[config.mk]
export PLATFORM = sky130hd
export DESIGN_NAME = uart_tx_ctrl
export DESIGN_NICKNAME = d
export VERILOG_FILES = /design/src/rtl/uart_pkg.sv /design/src/rtl/uart_tx_ctrl_bit_counter.sv /design/src/rtl/uart_tx_ctrl.sv
export SDC_FILE = /design/constraint.sdc
export NUM_CORES = 1
export LEC_CHECK = 0
export CORE_MARGIN = 3
export CORE_UTILIZATION = 51
export DETAILED_ROUTE_END_ITERATION = 6
export GPL_ROUTABILITY_DRIVEN = 0
export HOLD_SLACK_MARGIN = 0.1
export PLACE_DENSITY_LB_ADDON = 0.3
export SLEW_MARGIN = 25
export SYNTH_ARGS = -nofsm -noshare
export SYNTH_HDL_FRONTEND = slang
export SYNTH_SLANG_ARGS = --single-unit
[constraint.sdc]
create_clock -name clk -period 3.5 [get_ports clk]
set_input_delay 0.525 -clock clk [delete_from_list [all_inputs] [get_ports clk]]
set_output_delay 0.525 -clock clk [all_outputs]
set_load 0.02 [all_outputs]
[src/rtl/uart_pkg.sv]
// Shared types and constants for the UART transmit path.
package uart_pkg;

    localparam int   UART_DATA_W = 8;
    localparam logic START_BIT   = 1'b0;
    localparam logic STOP_BIT    = 1'b1;

    typedef enum logic [2:0] {
        IDLE,
        START,
        DATA,
        PARITY,
        STOP
    } tx_state_t;

endpackage

[src/rtl/uart_tx_ctrl_bit_counter.sv]
// Data-bit counter: advances on each en pulse and wraps, done marks the last index.
module Bit_Counter #(
    parameter int W = 3
) (
    input  logic         clk,
    input  logic         rst_n,
    input  logic         en,
    output logic [W-1:0] count,
    output logic         done
);

    always_ff @(posedge clk or negedge rst_n) begin
        if (!rst_n)  count <= '0;
        else if (en) count <= count + 1'b1;
    end

    assign done = &count;

endmodule

[src/rtl/uart_tx_ctrl.sv]
// UART transmit controller: valid/ready byte intake, baud divider and 8N1 framing FSM.
// Optional even-parity bit when UART_TX_PARITY_EN is defined.
module uart_tx_ctrl
    import uart_pkg::*;
#(
    parameter int   CLKS_PER_BIT = 16,
    parameter logic IDLE_LEVEL   = 1'b1
) (
    input  logic                   clk,
    input  logic                   rst_n,
    input  logic [UART_DATA_W-1:0] tx_data,
    input  logic                   tx_valid,
    output logic                   tx_ready,
    output logic                   txd,
    output logic                   busy,
    output logic [2:0]             bit_idx
);

    localparam int               DIV_W    = $clog2(CLKS_PER_BIT);
    localparam logic [DIV_W-1:0] DIV_LAST = DIV_W'(CLKS_PER_BIT - 1);

    tx_state_t              state;
    logic [DIV_W-1:0]       div;
    logic [UART_DATA_W-1:0] shreg;
    logic                   bit_end;
    logic                   bit_en;
    logic                   bit_done;
`ifdef UART_TX_PARITY_EN
    logic                   parity;
`endif

    assign bit_end  = (div == DIV_LAST);
    assign bit_en   = (state == DATA) && bit_end;
    assign tx_ready = (state == IDLE);
    assign busy     = (state != IDLE);

    always_ff @(posedge clk or negedge rst_n) begin
        if (!rst_n) begin
            state <= IDLE;
            div   <= '0;
            shreg <= '0;
        end else begin
            case (state)
                IDLE: begin
                    div <= '0;
                    if (tx_valid) begin
                        shreg <= tx_data;
                        state <= START;
                    end
                end
                START: begin
                    div <= bit_end ? '0 : div + 1'b1;
                    if (bit_end) state <= DATA;
                end
                // Last data bit is flagged by the counter, not by a local count.
                DATA: begin
                    div <= bit_end ? '0 : div + 1'b1;
                    if (bit_end) begin
                        if (bit_done) begin
`ifdef UART_TX_PARITY_EN
                            state <= PARITY;
`else
                            state <= STOP;
`endif
                        end else begin
                            shreg <= shreg >> 1;
                        end
                    end
                end
`ifdef UART_TX_PARITY_EN
                PARITY: begin
                    div <= bit_end ? '0 : div + 1'b1;
                    if (bit_end) state <= STOP;
                end
`endif
                STOP: begin
                    div <= bit_end ? '0 : div + 1'b1;
                    if (bit_end) state <= IDLE;
                end
                default: begin
                    state <= IDLE;
                    div   <= '0;
                end
            endcase
        end
    end

`ifdef UART_TX_PARITY_EN
    always_ff @(posedge clk or negedge rst_n) begin
        if (!rst_n)                        parity <= 1'b0;
        else if (state == IDLE && tx_valid) parity <= ^tx_data;
    end
`endif

    // Decoded from registered state so reset forces the idle level immediately.
    always_comb begin
        txd = IDLE_LEVEL;
        case (state)
            START:   txd = START_BIT;
            DATA:    txd = shreg[0];
`ifdef UART_TX_PARITY_EN
            PARITY:  txd = parity;
`endif
            default: txd = IDLE_LEVEL;
        endcase
    end

    Bit_Counter #(.W(3)) u_bit_counter (
        .clk   (clk),
        .rst_n (rst_n),
        .en    (bit_en),
        .count (bit_idx),
        .done  (bit_done)
    );

endmodule

==> impl_metrics.env <==
export IMPL_status="finished, final reports clean"
export IMPL_syn_instance_count=88
export IMPL_cts_hold_fix_buffers=0
export IMPL_yosys_warnings=0
export IMPL_slowest_delay_ps=660
export IMPL_synth_edf_count=0
export IMPL_yosys_area_top_type_share_pct=45.5
export IMPL_synthToLayoutAreaGrowth_pct=19.3
export IMPL_die_x_um=50.1
export IMPL_cts_max_path_buffers=2
export IMPL_dr_pass1_iters=4
export IMPL_synth_main_ff_cell="dfrtp_1"
export IMPL_worstPathArrival_ps=2070
export IMPL_fin_crit_ps=2600
export IMPL_core_area_um2=1780
export IMPL_syn_nets=102
export IMPL_period_share_pct=74.1
export IMPL_wl_per_cell_um=14.8
export IMPL_p_leak_nw=0.472
export IMPL_total_power_mw=0.808
export IMPL_rows=15
export IMPL_diodes=0
export IMPL_initial_core_util_pct=55.5
export IMPL_ant_nets=0
export IMPL_synth_seq_area_share_pct=45.5
export IMPL_die_area_um2=2510
export IMPL_synth_area_leaders="dfrtp_1 (46%), a2bb2oi_1 (6.2%), o32ai_1 (6.2%), ha_1 (3.8%), nand2b_1 (3.8%)"
export IMPL_nets=118
export IMPL_worst_pin_slew_ps=768
export IMPL_wl_met3_um=99
export IMPL_cts_root_buffer="clkbuf_4"
export IMPL_drive_above_1_share_pct=10.7
export IMPL_via_per_inst=5.77
export IMPL_critPathSlowestCell="dfrtp_1"
export IMPL_top_layer_used="met4"
export IMPL_min_path_type="flip-flop to flip-flop"
export IMPL_synthArstFlopShare_pct=100
export IMPL_grt_pass1_wl_um=3450
export IMPL_drv_slew=0
export IMPL_worst_setup_path_end_kind="output pin"
export IMPL_dpl_hpwl_um=1360
export IMPL_max_freq_mhz=385
export IMPL_grt_overflow_total=0
export IMPL_hold_violations=0
export IMPL_rsz0062_at_grt="false"
export IMPL_p_per_area_nw_per_um2=684
export IMPL_cp_num_buf_inv=1
export IMPL_post_synth_top_area_cell="dfrtp_1"
export IMPL_grt_max_degree=19
export IMPL_cts_sinks=18
export IMPL_grt_antenna_before_repair=0
export IMPL_setup_viol=0
export IMPL_post_cts_setup_buffers=0
export IMPL_critical_path_max_fanout=17
export IMPL_drtIter0Drc=12
export IMPL_route_met2_wl_um=907
export IMPL_die_h_um=50.1
export IMPL_critical_path_class="flip-flop to output pin"
export IMPL_worstPathCellList="nor3b_1 > a21oi_1 > or2_2 > clkdlybuf4s50_1"
export IMPL_fin_tns_setup_ps=0
export IMPL_synth_seq_cells=18
export IMPL_skew_ps=8.21
export IMPL_cp_start_kind="flip-flop"
export IMPL_clk_pin_slew_worst_paths_ps=100
export IMPL_yosysMostFrequentCell="dfrtp_1"
export IMPL_cp_data_required_time_ps=2970
export IMPL_synth_common_cells="dfrtp_1 (18), a2bb2oi_1 (7), o32ai_1 (7), nand2b_1 (6)"
export IMPL_yosysUniqueCellTypes=35
export IMPL_synth_area_um2=990
export IMPL_clkLatencyLatePin_ps=300
export IMPL_ios=17
export IMPL_cts_buffers=3
export IMPL_wl_met1_um=866
export IMPL_port_buffers=16
export IMPL_cap_violations=0
export IMPL_vdd_drop_max_uv=384
export IMPL_avgSynthCellArea_um2=11.2
export IMPL_wirelength_um=1890
export IMPL_fillCellCount=152
export IMPL_place_area_um2=1140
export IMPL_cts_tree="done"
export IMPL_track_usage_pct=18.1
export IMPL_drc=0
export IMPL_grt_pass1_vias=773
export IMPL_cpLargestDelayFamily="flip-flops"
export IMPL_num_vias=739
export IMPL_cts_resized=0
export IMPL_final_area_um2=1180
export IMPL_htreeDepth=1
export IMPL_maxSlewHeadroom_pct=48.7
## sequential cells by signal, summed over array words and instances, names as in the netlist
register	cells
div	4
shreg	8
state	3
u_bit_counter.count	3
## per-stage QoR
stage	util, %	setup WS (ps)	hold WS [ps]	cells
2_1_floorplan	-	1780	229	88
3_5_place_dp	64.2	1230	495	124
5_1_grt	66.2	735	520	128
6_report	66.2	905	507	128
4_1_cts	66.2	881	509	128
3_3_place_gp	64.2	1270	483	124
## placed cells by master (no fill, tap or decap), types with 2 or more instances in the layout
| cell type | count |
|---|---|
| dfrtp_1 | 18 |
| clkdlybuf4s50_1 | 16 |
| o32ai_1 | 7 |
| a2bb2oi_1 | 7 |
| nand2b_1 | 6 |
| inv_1 | 4 |
| nor2_1 | 4 |
| a21oi_1 | 4 |
| o21ai_0 | 3 |
| or2b_1 | 3 |
| ha_1 | 3 |
| clkbuf_4 | 3 |
| xnor2_1 | 2 |
| nand3_1 | 2 |
| mux2_4 | 2 |
## cells by family (layout without fill, tap and decap cells)
family | Yosys count | in the layout | synth area share, %
compound gates | 27 | 27 | 22.6
fa+ha+maj | 3 | 3 | 3.79
mux | 2 | 2 | 3.03
xor+xnor | 3 | 3 | 2.66
simple gates | 26 | 26 | 17.2
buf+inv | 9 | 24 | 5.18
flops | 18 | 18 | 45.5
## final cells by class
cell class | instances | area, um2 | area share [%]
repair buffers | 16 | 160 | 13.6
clock buffers | 4 | 36.3 | 3.07
multi-input cells | 61 | 488 | 41.3
inverters | 4 | 15.0 | 1.27
well taps | 25 | 31.3 | 2.65
flip-flops and latches | 18 | 450 | 38.1
## power by group
group	total [mW]	switching [mW]	internal, mW
clock	0.129	0.0651	0.0634
sequential	0.363	0.0757	0.287
combinational	0.316	0.154	0.163
## path summary, 6_finish.rpt
kind / startpoint / end / slack, ps / depth (start not counted)
max: state[1] / txd / 900 / 4
min: div[0] / div[0] / 510 / 1
max reg2reg: state[0] / shreg[5] / 1640 / 3
min reg2reg: div[0] / div[0] / 510 / 1
max in group asynchronous: rst_n / shreg[4] / 2350 / 1
min in group asynchronous: rst_n / div[3] / 660 / 1
## layer usage
| metal | vias up | global-route usage [%] |
|---|---|---|
| li1 | 361 | - |
| met1 | 358 | 22.1 |
| met2 | 18 | 28.3 |
| met3 | 2 | 8.16 |
| met4 | 0 | 5.53 |
| met5 | - | 0 |
No activity file was read; power rests on OpenSTA's default activity.
